==> src/rtl/pc_gen.sv <==
// pc_gen: fetch program-counter generator. Holds the fetch PC, advances it each
// cycle, applies taken-branch redirects (holding one across a fetch stall), and
// raises Flush1 in the cycle a redirected PC is presented. Every output comes
// straight from a register, so no input reaches an output in the same cycle.
//
// Handshake note: there is no valid/ready pairing on this block. br_take is a
// single-cycle qualifier for br_target, and start is a level sampled on each
// edge while in IDLE or HALTED.
module pc_gen #(
    parameter int unsigned    AW           = 9,
    parameter logic [AW-1:0]  RESET_VECTOR = '0
) (
    input  logic          clk,
    input  logic          reset,
    input  logic          start,
    input  logic          Stall1,
    input  logic          br_take,
    input  logic [AW-1:0] br_target,
    input  logic          halt_req,
    output logic [AW-1:0] PC,
    output logic          pc_valid,
    output logic          Flush1,
    output logic          redirect_pending,
    output logic [1:0]    state
);

    typedef enum logic [1:0] {
        ST_IDLE   = 2'b00,
        ST_RUN    = 2'b01,
        ST_HALTED = 2'b10
    } state_t;

    state_t        state_q, state_d;
    logic [AW-1:0] pc_q, pc_d;
    logic [AW-1:0] held_q, held_d;
    logic          pending_q, pending_d;
    logic          flush_q, flush_d;

    // State register: reset forces the whole block back to its idle values at once.
    always_ff @(posedge clk or posedge reset) begin
        if (reset) begin
            state_q   <= ST_IDLE;
            pc_q      <= RESET_VECTOR;
            held_q    <= '0;
            pending_q <= 1'b0;
            flush_q   <= 1'b0;
        end else begin
            state_q   <= state_d;
            pc_q      <= pc_d;
            held_q    <= held_d;
            pending_q <= pending_d;
            flush_q   <= flush_d;
        end
    end

    // Next-state logic: in RUN the redirect rules are checked in priority order;
    // a redirect (taken, deferred or being held) always beats a halt request.
    always_comb begin
        state_d   = state_q;
        pc_d      = pc_q;
        held_d    = held_q;
        pending_d = pending_q;
        flush_d   = 1'b0;

        unique case (state_q)
            ST_IDLE: begin
                if (start) begin
                    state_d = ST_RUN;
                end
            end

            ST_RUN: begin
                if (pending_q && !Stall1) begin
                    // Stall released: present the deferred target.
                    pc_d      = held_q;
                    pending_d = 1'b0;
                    flush_d   = 1'b1;
                end else if (br_take && !Stall1 && !pending_q) begin
                    pc_d    = br_target;
                    flush_d = 1'b1;
                end else if (br_take && Stall1 && !pending_q) begin
                    // Capture the target; it is applied once the stall drops.
                    held_d    = br_target;
                    pending_d = 1'b1;
                end else if (halt_req && !pending_q) begin
                    state_d = ST_HALTED;
                end else if (Stall1) begin
                    pc_d = pc_q;
                end else begin
                    pc_d = pc_q + 1'b1;
                end
            end

            ST_HALTED: begin
                if (start) begin
                    state_d = ST_RUN;
                    pc_d    = pc_q + 1'b1;
                end
            end

            default: begin
                state_d = ST_IDLE;
            end
        endcase
    end

    assign PC               = pc_q;
    assign pc_valid         = (state_q == ST_RUN);
    assign Flush1           = flush_q;
    assign redirect_pending = pending_q;
    assign state            = state_q;

endmodule

==> config.mk <==
export PLATFORM = sky130hd
export DESIGN_NAME = pc_gen
export DESIGN_NICKNAME = d
export VERILOG_FILES = /design/src/rtl/pc_gen.sv
export SDC_FILE = /design/constraint.sdc
export NUM_CORES = 1
export LEC_CHECK = 0
export BUFFER_PORTS_ARGS = -buffer_cell sky130_fd_sc_hd__buf_2
export CORE_MARGIN = 3
export CORE_UTILIZATION = 56
export DETAILED_ROUTE_END_ITERATION = 10
export GPL_TIMING_DRIVEN = 0
export PLACE_DENSITY_LB_ADDON = 0.25
export SLEW_MARGIN = 20
export SYNTH_ARGS = -nofsm -noshare
export SYNTH_HDL_FRONTEND = slang
export SYNTH_SLANG_ARGS = --single-unit
==> constraint.sdc <==
create_clock -name clk -period 4.48 [get_ports clk]
set_clock_uncertainty 0.05 [all_clocks]
set_input_delay 0.448 -clock clk [delete_from_list [all_inputs] [get_ports clk]]
set_output_delay 0.448 -clock clk [all_outputs]
set_load 0.01 [all_outputs]
**Yosys cells after proc, flatten, opt, wreduce, memory -nomap -nowiden**

Index checks and enable logic that the tools add are counted.

- Input bits: 15
- Word-level logic and storage cells: 55
- Bits in latches: 0
- Memories: 0
- Bits in registers: 22
- ROM bits: 0
- Output and inout port bits: 14
- Memory bits (writable): 0

- Magnitude comparators: 0
- Reduce and logical (&&, ||, !) cells: 16
- Eq/ne operators: 12
- Multiplexer cells: 19
- Shift operators: 0
- Add/subtract/negate cells: 1
- Div/mod/pow operators: 0
- Multiply operators: 0
- Bitwise gates (word level): 2

Operators by type and width:

| kind | count |
|---|---|
| 2-to-1 mux 9 bit | 6 |
| one-hot mux 9 bit (2 select lines) | 1 |
| 2-to-1 mux 2 bit | 5 |
| inequality test 2 bit, second input constant | 5 |
| AND reduction 5 bit | 2 |
| adder 9 x 1 -> 9 bit, second input constant | 1 |
| inequality test 4 bit, second input constant | 2 |
| logical AND 1 bit | 6 |
| 2-to-1 mux 1 bit | 6 |
| inequality test 2 x 1 -> 1 bit, second input constant | 2 |
| inequality test 4 x 2 -> 1 bit, second input constant | 1 |
| one-hot mux 2 bit (2 select lines) | 1 |
| AND reduction 4 bit | 1 |
| nonzero test 2 bit | 2 |
| AND reduction 3 bit | 1 |
| equality test 2 x 1 -> 1 bit, second input constant | 1 |
| equality test 2 bit, second input constant | 1 |
| logical NOT 1 bit | 2 |
| logical NOT 2 bit | 1 |
| NOT 1 bit | 2 |
| OR reduction 2 bit | 1 |

**Logic depth before layout (Yosys ltp)**

Gate-level depths: netlist of the first run.

- Depth in word-level cells: 7
- Mapped depth: 7

**Worst setup path after synthesis of the first run**

Ideal clock, no wire load.

- Kind: reg-to-reg
- Start point: register state_q[1], in the netlist state[1]
- End point: register pc_q[1], in the netlist PC[1]
- Setup slack: 2699 ps
- Clock period less this slack: 1781 ps
- Arrival: 1607 ps
- Required time: 4305 ps
- Cell stages (with the launch flop): 7
- Path through: dfrtp_1 -> inv_1 -> ha_1 -> nand2b_1 -> o2111a_1 -> buf_2 -> mux2_2

- Longest elaborated chain between the ends: 3
- Elaborated cells between the ends (all ways): 9

Ends and longest elaborated chain:

| element | RTL line | source |
|---|---|---|
| from (decl) | 33 | `state_t state_q, state_d;` |
| from (signal assigned) | 48 | `state_q <= state_d;` |
| equality test 2 x 1 -> 1 bit * | -- |  |
| named net pc_valid | 21 | `output logic pc_valid,` |
| inequality test 4 bit (no line) (tied with other cells) | -- |  |
| AND reduction 5 bit (no line) | -- |  |
| to (signal assigned) | 49 | `pc_q <= pc_d;` |
| to (decl) | 34 | `logic [AW-1:0] pc_q, pc_d;` |

The timed path passes the listed nets; every way through them passes the cells marked *.
A chain may end at the register's enable or synchronous reset.

**Worst setup path in the final report of the first run**

- Start point: register state_q[1], in the netlist state[1]
- End point: register pc_q[6], in the netlist PC[6]

- Longest elaborated chain between the ends: 3
- Elaborated cells between the ends (all ways): 9

Ends and longest elaborated chain:

| element | RTL line | source |
|---|---|---|
| equality test 2 x 1 -> 1 bit or equality test 2 bit (tied branches) | 65 | `unique case (state_q)` |
| inequality test 4 bit (no line) (tied with other cells) | -- |  |
| AND reduction 5 bit (no line) | -- |  |

Several ways; a longest one is shown, not always the timed one.

==> impl_metrics.tcl, run 1 <==
set metrics [dict create \
    hold_viol 0 \
    netSwitchingPower_uw 452.9 \
    gp_congestion 0.8119 \
    vias 1146 \
    drt-total-wl_mm 2.797 \
    cts_num_sinks 22 \
    yosysMostFrequentCell "dfrtp_1" \
    first_global_vias 1020 \
    seq_area_um2 550.5 \
    fin_crit_sh_pct 43.53 \
    synthesis.instances 133 \
    switching_share_pct 41.53 \
    drv_cap 0 \
    synth_compound_area_share_pct 21.35 \
    grt_overflow_total 0 \
    viasPerCell 5.969 \
    p_clk_share_pct 14.0 \
    place_ws_ns 2.559 \
    antenna_found_initial 0 \
    period_needed_ns 1.950 \
    grt_start_max_net_pins 23 \
    slew_viol_final 0 \
    combPwrFrac_pct 51.2 \
    p_leak_nw 0.7254 \
    area_growth_pct 16.75 \
    cts.htree.levels 1 \
    slowest_stage "o2111ai_1" \
    fp.dieH_um 54.74 \
    drc 0 \
    root_buffer "clkbuf_4" \
    intPower_uw 637.7 \
    status "finished, final reports clean" \
    final_cell_area_um2 1553 \
    worstPathMaxFanout 8 \
    place_area_um2 1500 \
    synth_commonest_cells "dfrtp_1 (22), mux2_1 (10), nand2_1 (10)" \
    io_pins 29 \
    tns_ns 0 \
    cts_setup_buffers 0 \
    synth_ff_type "dfrtp_1" \
    worstReg2RegStart "state[1]" \
    hpwl_mm 2.109 \
    startpoint_type "flop" \
    synth_nets 154 \
    startpoint "state[1]" \
    core_um2 2233 \
    synth-simple-area-share_pct 16.46 \
    final_layout_size_suffix_gt1_share_pct 24.39 \
    die_x_um 54.74 \
    antennaDiodeCount 0 \
    holdCritPathClass "in2async" \
    synth_edf_count 0 \
    synth_top_area_cell "dfrtp_1" \
    maxSlewHeadroom_pct 45.48 \
    ys_async_sr_fraction_pct 100.0 \
    rows 17 \
    powerDensity_nw_per_um2 702.4 \
    syn-cell-area_um2 1330 \
    crit_path_max_incr_delay_ns 0.55 \
    cts_hold_buf 0 \
    power_frac_seq_pct 34.7 \
    ant_nets 0 \
    nets 186 \
    io_buffers 27 \
    drt_iter0_drc 30 \
    cp.arrival_ns 2.11 \
    die_area_um2 2996 \
    multiInputGateArea_um2 711.9 \
    peakVddDrop_mv 0.5438 \
    wl_per_cell_um 14.57 \
    initial_core_util_pct 59.55 \
    cts_buffers 3 \
    ys_seq_area_share_pct 41.39 \
    end_kind "flop" \
    clk_pin_slew_ns 0.12 \
    required_ns 4.63 \
    track_usage_pct 20.94 \
    yosysWarnings 0 \
    tightest_slew_ns 0.8169 \
    cts_tree "built" \
    synthXorXnorAreaFrac_pct 0 \
    yosysUniqueCellTypes 43 \
    muxShareOfSynthArea_pct 10.07 \
    syn_area_per_cell_um2 10.00 \
    ys_seq_elements 22 \
    yosysTopAreaCellShare_pct 41.39 \
    critPathKind "reg2reg" \
    yosys-top-cells-area "dfrtp_1 (41%), mux2_1 (8.5%), ha_1 (5.6%)" \
    synth_top_family_by_area "compound AO/OA/AOI/OAI gates" \
    dr.pass1.iters 4 \
    setup_slack_ns 2.530 \
    grt_pass1_wl_mm 4.498 \
    finalSetupViolCount 0 \
    ctsResizeCount 0 \
    fillCellCount 172 \
    clk_latency_ns 0.31 \
    synth_adder_area_share_pct 5.644 \
    fmax_ghz 0.5128 \
    rsz0062_at_grt "no" \
    clk_path_buf_depth 2 \
    crit_chain "inv_1, ha_1, nand2b_1, o2111ai_1, a21oi_1, a2bb2oi_1" \
]
## power by group through the flow
stage	registers, mW	clock network, mW	logic, mW
5_1_grt	0.395	0.161	0.628
2_1_floorplan	0.393	0	0.383
3_3_place_gp	0.375	0	0.541
3_5_place_dp	0.383	0	0.558
4_1_cts	0.377	0.156	0.561
6_report	0.379	0.153	0.559
## logic make-up after synthesis
group,count (synthesis)
and+or+nand+nor,37
AOI/OAI and AO/OA,41
buffers and inverters,15
muxes,12
DFF,22
adders and majority gates,6
## layout by cell type, fill, tap and decap left out, drive strengths merged, types with 3 or more instances in the layout
cell type / instances
buf: 32
ha: 6
a22oi: 4
dfrtp: 22
inv: 9
mux2: 11
o21ai: 7
nand3: 5
nand2: 10
clkbuf: 4
nor2: 7
a21oi: 9
o22ai: 3
o32ai: 3
## final cells by class
cell class | instances | area share, %
multi-input combinational | 96 | 45.85
sequential | 22 | 35.46
timing repair buffer | 27 | 8.703
tap | 28 | 2.256
buffer | 6 | 2.176
inverter | 9 | 2.176
clock inverter | 1 | 1.934
clock buffer | 3 | 1.450
## final timing paths
kind                       slack [ns]         to  depth (start not counted)
max                              2.53      PC[6]                          6
max reg2reg                      2.53      PC[6]                          6
min reg2reg                      0.46  held_q[6]                          2
max in group asynchronous        3.66  held_q[7]                          2
min                              0.22      PC[8]                          2
min in group clk                 0.30     Flush1                          2
## per-layer routing
metal  global-route usage, %  up-vias  routed length, um
met3                   5.177        5                180
met1                   26.64      549               1287
met2                   33.27       31               1286
met4                   9.129        0                 42
met5                       0        -                  0
li1                        -      561                  -
## metrics by stage
step | instances | total power [mW] | hold WS (ns) | util (%)
floorplan | 133 | 0.7754 | 0.3872 | -
finish | 192 | 1.091 | 0.2223 | 69.52
CTS | 192 | 1.094 | 0.2438 | 69.52
detailed placement | 188 | 0.9406 | 0.4275 | 67.17
global placement | 188 | 0.9155 | 0.4190 | 67.17
global route | 192 | 1.184 | 0.2581 | 69.52
## flip-flops by register name, summed over array words and instances, names as in the netlist
name and count:
redirect_pending 1, Flush1 1, held_q 9, state 2, PC 9
## worst max-delay path, delay by kind of cell (launching register included)
kind	cells	cell delay, ns
buf+inv	1	0.11
flops	1	0.44
simple gates	1	0.12
compound gates	3	0.78
fa+ha+maj	1	0.33
(Power assumes the default switching activity.)
==> run 2: changes to the inputs <==
Settings changed: CORE_UTILIZATION 56 to 53.
Clock period 4.48 ns to 1.8 ns, I/O delays scaled along.
==> impl_metrics.tcl, run 2 (synthesized netlist as in run 1, its figures left out) <==
set metrics [dict create \
    holdWs_ns 0.03829 \
    holdCritPathClass "in2reg" \
    wl_met3_um 174 \
    drv_cap 0 \
    antenna_found_initial 0 \
    core_um2 2297 \
    fmax_ghz 0.5799 \
    wl_per_cell_um 15.66 \
    routed.top_layer "met4" \
    multiInputGateArea_um2 752.0 \
    cts_buffers 3 \
    peakVddDrop_mv 1.230 \
    ff2ff_setup_slack_ns 0.08 \
    period_needed_ns 1.724 \
    wl_met1_mm 1.353 \
    vias 1194 \
    ant_nets 0 \
    viasPerCell 5.940 \
    setup_slack_ns 0.07560 \
    io_pins 29 \
    worstPathMaxFanout 6 \
    startpoint_type "flop" \
    final_core_util_pct 72.33 \
    fillCellCount 186 \
    track_usage_pct 19.77 \
    worstReg2RegStart "state[0]" \
    reg2reg_to "PC[3]" \
    required_ns 1.96 \
    antennaDiodeCount 0 \
    place_ws_ns -0.09110 \
    hpwl_mm 2.159 \
    hold_end "held_q[3]" \
    cp.arrival_ns 1.89 \
    powerDensity_nw_per_um2 1783 \
    r2r_cells 7 \
    grt_pass1_wl_mm 5.057 \
    die_area_um2 3147 \
    maxSlewHeadroom_pct 44.02 \
    clk_path_buf_depth 2 \
    area_growth_pct 24.93 \
    fp.dieH_um 56.10 \
    nets 195 \
    clk_pin_slew_ns 0.13 \
    end_kind "flop" \
    die_x_um 56.10 \
    tightest_slew_ns 0.8388 \
    grt_overflow_total 0 \
    total_power_mw 2.963 \
    cts_num_sinks 22 \
    drc 0 \
    gp_congestion 0.7848 \
    slowest_stage "dfrtp_1" \
    p_leak_nw 0.7684 \
    initial_core_util_pct 57.90 \
    final_cell_mix "buf_2 (29), dfrtp_1 (22), nand2_1 (10), mux2_1 (10)" \
    final_layout_size_suffix_gt1_share_pct 30.64 \
    dr.pass1.iters 4 \
    drt-total-wl_mm 3.148 \
    layout_commonest_cell "buf_2" \
    root_buffer "clkbuf_4" \
    grt_start_max_net_pins 23 \
    crit_chain "inv_1, ha_1, or2_1, buf_6, nor2_8, o32ai_1, a22o_1" \
    fin_crit_sh_pct 95.80 \
    clk_latency_ns 0.31 \
    hold_depth 2 \
    drt_iter0_drc 30 \
    first_global_vias 1151 \
    finalSetupViolCount 0 \
    rows 17 \
    critPathKind "reg2reg" \
    hold_path.startpoint "br_target[3]" \
    cts.htree.levels 1 \
    crit_path_max_incr_delay_ns 0.39 \
    wl_met2_mm 1.564 \
    io_buffers 27 \
    status "finished, final reports clean" \
    seq_area_um2 550.5 \
    cts_tree "built" \
    tns_ns 0 \
    slew_viol_final 0 \
    hold_viol 0 \
]
## run 2: area by class of cell
class                   count  area share (%)
multi-input cells          97           45.26
flip-flops and latches     22           33.13
repair buffers             35           11.90
plain buffers               6           2.410
well taps                  28           2.108
inverters                   9           2.033
clock inverters             1           1.807
clock buffers               3           1.355
## run 2: worst max-delay path by stage
stage                        start     to  cells past startpoint  slack [ns]
final                     state[0]  PC[3]                      7        0.08
after floorplan           state[1]  PC[1]                      6        0.02
after detailed placement  state[1]  PC[6]                      6       -0.09
after CTS                 state[1]  PC[1]                      6       0.001
after global placement    state[1]  PC[6]                      6       -0.04
after global routing      state[0]  PC[8]                      7       -0.02
## run 2: metal layers
layer  up-vias  track usage, %
li1        575               -
met2        43           31.89
met1       568           25.87
met5         -               0
met4         0           6.441
met3         8           4.872
## run 2: worst max-delay path: cells and delay by family, from the launching register on
kind	cells	cell delay [ns]
AO/OA/AOI/OAI	2	0.34
adder cells (fa/ha/maj)	1	0.24
AND/OR/NAND/NOR	2	0.37
buffers and inverters	2	0.22
flip-flops	1	0.39
## run 2: power by group
group          internal (mW)  leakage (nW)  total (mW)  switching (mW)
Clock                  0.225        0.0279       0.381           0.156
Sequential             0.731         0.270       0.937           0.206
Combinational          0.781         0.470        1.64           0.864
Total                   1.74         0.768        2.96            1.23
## run 2: stage by stage
stage / instance area (um^2) / std cells
final: 1662 / 201
after global routing: 1662 / 201
after CTS: 1579 / 194
after detailed placement: 1500 / 188
after global placement: 1500 / 188
after floorplan: 1330 / 133
## run 2: repair_timing
item,4_1_cts,5_1_grt
resized for setup,2,8
hold buffers,1,0
gates cloned,0,1
pin swaps,0,1
setup endpoints to repair,16,19
endpoints found under the hold margin,22,0
buffers inserted,1,6
==> run 3: changes to the inputs <==
Clock period 1.8 ns to 1.85 ns, I/O delays scaled along.
==> impl_metrics.tcl, run 3 (synthesized netlist as in run 1, its figures left out) <==
set metrics [dict create \
    powerDensity_nw_per_um2 1717 \
    track_usage_pct 19.62 \
    grt_start_max_net_pins 23 \
    ant_nets 0 \
    drc 0 \
    drt-total-wl_mm 2.918 \
    p_leak_nw 0.7468 \
    status "finished, final reports clean" \
    ff2ff_setup_slack_ns 0.08 \
    core_um2 2297 \
    final_cell_area_um2 1612 \
    critPathKind "reg2reg" \
    hold_viol 0 \
    tns_ns 0 \
    grt_overflow_total 0 \
    nets 190 \
    period_needed_ns 1.766 \
    initial_core_util_pct 57.90 \
    maxSlewHeadroom_pct 44.66 \
    holdWs_ns 0.04316 \
    die_x_um 56.10 \
    total_power_mw 2.767 \
    root_buffer "clkbuf_4" \
    antennaDiodeCount 0 \
    startpoint "state[0]" \
    worstPathMaxFanout 10 \
    rows 17 \
    final_layout_size_suffix_gt1_share_pct 27.38 \
    clk_path_buf_depth 2 \
    peakVddDrop_mv 1.160 \
    cp.arrival_ns 1.93 \
    reg2reg_to "PC[1]" \
    cts_tree "built" \
    rsz0062_at_grt "yes" \
    gp_congestion 0.7848 \
    cts_num_sinks 22 \
    cts_buffers 3 \
    drt_iter0_drc 20 \
    grt_pass1_wl_mm 5.016 \
    holdCritPathClass "in2reg" \
    wl_per_cell_um 14.89 \
    combPwrFrac_pct 53.6 \
    crit_path_max_incr_delay_ns 0.44 \
    path_buf_inv 2 \
    dr.pass1.iters 4 \
    die_area_um2 3147 \
    hold_end "held_q[3]" \
    layout_commonest_cell "buf_2" \
    viasPerCell 5.888 \
    area_growth_pct 21.17 \
    fp.dieH_um 56.10 \
    fin_crit_sh_pct 95.47 \
    hpwl_mm 2.159 \
    hold_depth 2 \
    p_clk_share_pct 13.4 \
    clk_latency_ns 0.31 \
    cts.htree.levels 1 \
    power_frac_seq_pct 33.0 \
    worstReg2RegStart "state[0]" \
    switching_share_pct 41.22 \
    startpoint_type "flop" \
    crit_chain "buf_4, ha_4, nand2b_1, o2111a_1, clkbuf_4, mux2_2" \
    first_global_vias 1142 \
    intPower_mw 1.626 \
    required_ns 2.01 \
    slew_viol_final 0 \
    vias 1154 \
    tightest_slew_ns 0.8293 \
    place_area_um2 1500 \
    clk_pin_slew_ns 0.13 \
    finalSetupViolCount 0 \
    io_pins 29 \
    cpLargestDelayFamily "flip-flops" \
    hold_path.startpoint "br_target[3]" \
    io_buffers 27 \
    antenna_found_initial 0 \
    slowest_stage "dfrtp_2" \
    drv_cap 0 \
    r2r_cells 6 \
    netSwitchingPower_mw 1.140 \
    final_cell_mix "buf_2 (29), dfrtp_1 (21), nand2_1 (10), mux2_1 (10)" \
    end_kind "flop" \
    fmax_ghz 0.5662 \
]
run 3: changes by cell type in the layout (fill, tap and decap cells not counted), sizes merged:
cell,change
clkbuf,+1
nor2,-1
buf,-5
run 3: worst max path at each step:
stage	endpoint	cells past startpoint
3_5_place_dp	PC[6]	6
3_3_place_gp	PC[6]	6
4_1_cts	PC[5]	7
6_report	PC[1]	6
2_1_floorplan	PC[1]	6
5_1_grt	state[0]	6
run 3: timing repair:
| item | 4_1_cts | 5_1_grt |
|---|---|---|
| hold endpoints to repair | 22 | 0 |
| setup buffers | 0 | 3 |
| hold buffers | 1 | 0 |
| endpoints found under the setup margin | 6 | 11 |
| resized for setup | 2 | 4 |
run 3: power groups by stage:
stage               registers, mW  clock network [mW]  logic (mW)
floorplan                   0.951                   0       0.927
global placement            0.907                   0        1.32
detailed placement          0.930                   0        1.35
CTS                         0.915               0.376        1.39
global route                0.950               0.393        1.65
finish                      0.913               0.370        1.48
run 3: metal layers:
layer | track usage [%] | vias to the layer above | part of all wire (%)
met2 | 31.55 | 36 | 49
met5 | 0 | - | 0
met3 | 4.872 | 4 | 5.0
li1 | - | 568 | -
met4 | 6.441 | 0 | 0.86
met1 | 25.73 | 546 | 45
run 3: area by class of cell:
cell class	instances	area (um^2)
multi-input combinational	96	730.7
clock inverter	1	30.03
clock buffer	3	22.52
tap	28	35.03
inverter	9	33.78
buffer	6	40.04
sequential	22	551.8
fill	190	685.7
timing repair buffer	31	167.7
run 3: stage by stage:
step                      utilization, %  std cells  setup slack, ns
after floorplan                        -        133          0.06874
after global placement             65.31        188         0.007571
after detailed placement           65.31        188         -0.04110
after CTS                          68.41        193          0.02020
after global routing               70.15        196         -0.01202
final                              70.15        196          0.08372
run 3: worst register-to-register path, stage by stage (launching register included):
cell      delay [ns]
dfrtp_2         0.44
buf_4           0.15
ha_4            0.19
nand2b_1        0.11
o2111a_1        0.20
clkbuf_4        0.19
mux2_2          0.34
